[src/rtl/tdm_converter.sv]
// TDM timing converter: turns a 4.096 MHz c4 clock and 8 kHz active-low frame
// pulse into a timeslot window enable and burst bit clock (TX, plus RX one cycle later).
module tdm_converter #(
   parameter int unsigned TS_A = 0,
   parameter int unsigned TS_B = 16
) (
   input  logic c4,
   input  logic rst_n,
   input  logic f0,
   input  logic select,
   output logic clk_en_tx,
   output logic clk_en_rx,
   output logic clk_tx,
   output logic clk_rx
);

   localparam logic [4:0] SLOT_A = TS_A[4:0];
   localparam logic [4:0] SLOT_B = TS_B[4:0];

   logic       f0_q;
   logic [8:0] cnt_q, cnt_d;
   logic       synced_q, synced_d;
   logic       sel_q, sel_d;
   logic       en_tx_q, en_tx_d;
   logic       tx_q, tx_d;
   logic       en_rx_q, rx_q;
   logic       frame_start;
   logic [4:0] slot;

   assign frame_start = ~f0 & f0_q;

   // TX is decoded from next-state values so it lines up with cnt, no extra latency
   always_comb begin
      cnt_d    = frame_start ? 9'd0 : cnt_q + 9'd1;
      synced_d = synced_q | frame_start;
      sel_d    = frame_start ? select : sel_q;
      slot     = sel_d ? SLOT_B : SLOT_A;
      en_tx_d  = synced_d & (cnt_d[8:4] == slot);
      tx_d     = en_tx_d & ~cnt_d[0];
   end

   always_ff @(posedge c4) begin
      if (!rst_n) begin
         f0_q     <= 1'b1;
         cnt_q    <= '0;
         synced_q <= 1'b0;
         sel_q    <= 1'b0;
         en_tx_q  <= 1'b0;
         tx_q     <= 1'b0;
         en_rx_q  <= 1'b0;
         rx_q     <= 1'b0;
      end else begin
         f0_q     <= f0;
         cnt_q    <= cnt_d;
         synced_q <= synced_d;
         sel_q    <= sel_d;
         en_tx_q  <= en_tx_d;
         tx_q     <= tx_d;
         en_rx_q  <= en_tx_q;
         rx_q     <= tx_q;
      end
   end

   assign clk_en_tx = en_tx_q;
   assign clk_tx    = tx_q;
   assign clk_en_rx = en_rx_q;
   assign clk_rx    = rx_q;

endmodule

[config.mk]
export PLATFORM = sky130hd
export DESIGN_NAME = tdm_converter
export DESIGN_NICKNAME = d
export VERILOG_FILES = /design/src/rtl/tdm_converter.sv
export SDC_FILE = /design/constraint.sdc
export NUM_CORES = 1
export LEC_CHECK = 0
export CAP_MARGIN = 40
export CELL_PAD_IN_SITES_DETAIL_PLACEMENT = 1
export CELL_PAD_IN_SITES_GLOBAL_PLACEMENT = 1
export CORE_MARGIN = 2
export CORE_UTILIZATION = 35
export DETAILED_ROUTE_END_ITERATION = 7
export GPL_TIMING_DRIVEN = 0
export HOLD_SLACK_MARGIN = 0.1
export PLACE_DENSITY_LB_ADDON = 0.1
export SLEW_MARGIN = 20
export SYNTH_ARGS = -nofsm -noshare
export SYNTH_HDL_FRONTEND = slang
export SYNTH_SLANG_ARGS = --single-unit
export TNS_END_PERCENT = 1
[constraint.sdc]
create_clock -name c4 -period 2.7 [get_ports c4]
set_input_delay 0.675 -clock c4 [delete_from_list [all_inputs] [get_ports c4]]
set_output_delay 0.675 -clock c4 [all_outputs]
set_load 0.05 [all_outputs]
==> metrics.md <==
| Metric | Value |
|---|---|
| Placed inst area | 759 sq um |
| Leakage dissipation | 0.285 nW |
| Net total in the final layout | 87 |
| Detailed-route DRC error count | 0 |
| Vias in the first global route | 478 |
| Count of state elements after synthesis | 16 |
| DIE HEIGHT | ~47 um |
| Number of iterations in the first detailed-routing pass | 4 |
| Kind of end point of the critical path | output pin |
| Worst-skew pair later-pin latency | between 0.2 and 0.3 ns |
| Post-detailed-placement half-perimeter wirelength | roughly 940 um |
| Outcome | complete, no violations |
| Asr flop ratio synth | 0% |
| Final worst setup slack | 0.608 ns |
| Kind of cell adding the most delay to the critical path | buffers and inverters |
| Clock transition at the registers of the reported paths | 0.10 ns |
| Worst IR Drop VDD | between 0.0002 and 0.0003 V |
| Crit path arrival time | around 1.4 ns |
| Most instantiated flip-flop cell in the synthesis netlist | dfxtp_1 |
| Resize count post-CTS | 0 |
| Iter 0 DRT Violations | 4 |
| Actual transition at the worst max-transition pin | about 0.49 ns |
| Number of endpoints failing setup at the final stage | 0 |
| Levels on crit path | 1 |
| Antenna violations before repair | 0 |
| Final Critical Period | approximately 2.1 ns |
| Total die area | between 2000 and 2500 sq um |
| Number of buffers added by the clock tree synthesis step | 3 |
| Wire length of the first global-routing pass | 2.15 mm |
| Maximum fanout encountered on the critical timing path | 2 |
| Hold Path Stages | 1 |
| Classification of the worst setup path | reg2out |
| Initial Utilization | approximately 38% |
| Maximum clock frequency | 478 MHz |
| Total power per unit cell area | 564 nW/um^2 |
| Total wirelength of the detailed-routed design | 1.24 mm |
| Hold buffers post-CTS | 0 |
| Via-per-instance ratio | 4.87 |
| Count of pins on the block boundary | 8 |
| GR Overflow Total | 0 |
| Crit-path max cell delay | ~0.8 ns |
| Worst path bufs/invs | 1 |
| Path category of the worst min-delay check | reg2reg |
| Final Max Slew Viols | 0 |
| Share of final-layout standard cells stronger than drive strength 1 | 7.41% |
| CTS Buffer Depth | 2 |
| Post-Place Setup Slack | 0.550 ns |
| Antenna Diode Count | 0 |
| Final instance area | approximately 800 sq um |
| WL/cell | between 10 and 15 um |
| ANT nets after route | 0 |
| Distinct cell type count of the synthesized netlist | 26 |
| Cell count after synthesis | 70 |
| CP Launch Type | flop |
| Vias after detailed routing | slightly above 500 |
| Number of synthesized flops with an enable pin | 0 |
| Post-CTS Setup Bufs | 0 |
| Fraction of the yosys area taken by sequential cells | 48.7% |
| Critical path cell sequence | clkdlybuf4s50_1 |
| Number of clock sinks | 16 |
| Core region area | 1750 sq um |
| Depth of the worst register-to-register path | 5 |
| Unrepaired setup endpoints after global routing | false |
| Layout area overhead | 20.9% |
| Remaining max-slew budget at the tightest pin | 67.0% |
| Largest net degree at the start of global routing | 10 |
| Root buf cell | clkbuf_4 |
| Mapped cell area | 658 sq um |
| Std-Cell Rows | 15 |
| Number of levels the H-tree was split into | 1 |
| Area share of the largest cell type after synthesis | ~49% |
| Cell types occupying the most area after synthesis | dfxtp_1, nor2_1, nand2_1 |
| Max-cap violations | 0 |
| Final Instance Count excl. Fillers | 106 |
| Final weighted congestion of routability-driven global placement | approximately 0.72 |
| DP Cell Count | about 100 |
| Total count of hold-check failures in the final report | 0 |
| Synthesized Nets | 75 |
| Cell at the slowest stage of the critical path | clkdlybuf4s50_1 |
| GR Util All Layers | 14.5% |
| Die extent in x | 47.4 um |
| Hold_ws | around 0.47 ns |
| Endpoint required time on the critical path | just over 2 ns |
| Synthesized area divided by synthesized cell count | 9.40 sq um |
| Number of I/O port buffers | 7 |
| Total power draw | between 400 and 500 uW |
| Cell type with the largest total area after synthesis | dfxtp_1 |
| Finished Core Util | a little under half |
| Number of warnings issued by yosys | 0 |
| Final setup TNS | 0 ns |
| Crit share post-route | between 70 and 80% |
| Clock tree from TritonCTS | built |
| Final setup skew | between 0.002 and 0.003 ns |
layout by cell type (no fill, tap or decap):
cell type	n
a21oi_1	4
and2b_1	1
nand2b_1	2
xor2_1	2
o21a_1	1
and2_1	3
nand4_2	1
o2111ai_1	1
nand3b_1	1
nand3_1	2
nor2_1	9
dfxtp_1	16
a21boi_0	1
nor2b_1	2
a2111o_1	1
clkbuf_8	1
o221ai_1	1
clkbuf_4	3
nand2_1	7
o21ai_0	2
or3_1	2
nand4b_1	1
or2_1	1
xnor2_1	3
clkdlybuf4s50_1	7
nand3_4	1
nor3_1	3
and3_1	1
ha_1	1
final timing paths:
path                               end                  from  slack (ns)
hold reg to reg   clk_en_rx$_SDFF_PN0_  clk_en_tx$_SDFF_PN0_        0.47
hold / removal    clk_en_rx$_SDFF_PN0_  clk_en_tx$_SDFF_PN0_        0.47
setup reg to reg  clk_en_tx$_SDFF_PN0_   cnt_q[0]$_SDFF_PN0_        1.19
setup / recovery                clk_tx     clk_tx$_SDFF_PN0_        0.61
final cells by class:
cell class | count | area, sq um
tap | 25 | 31.3
sequential | 16 | 320
multi-input combinational | 54 | 338
clock buffer | 4 | 36.3
timing repair buffer | 7 | 70.1
fill | 225 | 950
cells in the mapped netlist (2+ instances only):
cell type and number:
nor2b_1 2, xnor2_1 3, or3_1 2, a21oi_1 4
and2_1 3, xor2_1 2, nand2b_1 2, dfxtp_1 16
nand3_1 2, nor3_1 3, nor2_1 9, nand2_1 7
o21ai_0 2
where the power goes:
| group | internal, mW | switching, mW |
|---|---|---|
| Sequential | 0.244 | 0.00501 |
| Clock | 0.0821 | 0.0780 |
| Combinational | 0.0167 | 0.0234 |
registers in the layout, indices dropped and copies added (netlist names):
signal	count
clk_en_tx	1
clk_rx	1
sel_q	1
clk_tx	1
synced_q	1
cnt_q	9
clk_en_rx	1
f0_q	1
routing by layer:
| metal | wire, um | share of wire [%] | up-vias | track usage, % |
|---|---|---|---|---|
| met3 | 49 | 3.9 | 2 | 8.08 |
| li1 | - | - | 267 | - |
| met4 | 14 | 1.1 | 0 | 3.33 |
| met2 | 540 | 43 | 9 | 21.4 |
| met1 | 639 | 51 | 238 | 18.5 |
| met5 | 0 | 0 | - | 0 |
worst reg2reg max path, cell delays in order (launching register included):
cell and delay, ns:
dfxtp_1 0.41, ha_1 0.28, nand4_2 0.17, a2111o_1 0.33, o2111ai_1 0.12, a21oi_1 0.08
cell families (layout without fill, tap and decap cells):
| family | count (synthesis) | count (layout) | synth area share (%) |
|---|---|---|---|
| AND/OR/NAND/NOR | 37 | 37 | 31.6 |
| AO/OA/AOI/OAI | 11 | 11 | 11.2 |
| XOR/XNOR | 5 | 5 | 6.66 |
| adder cells (fa/ha/maj) | 1 | 1 | 1.90 |
| flip-flops | 16 | 16 | 48.7 |
| buffers and inverters | 0 | 11 | 0 |
(Power assumes the default switching activity.)
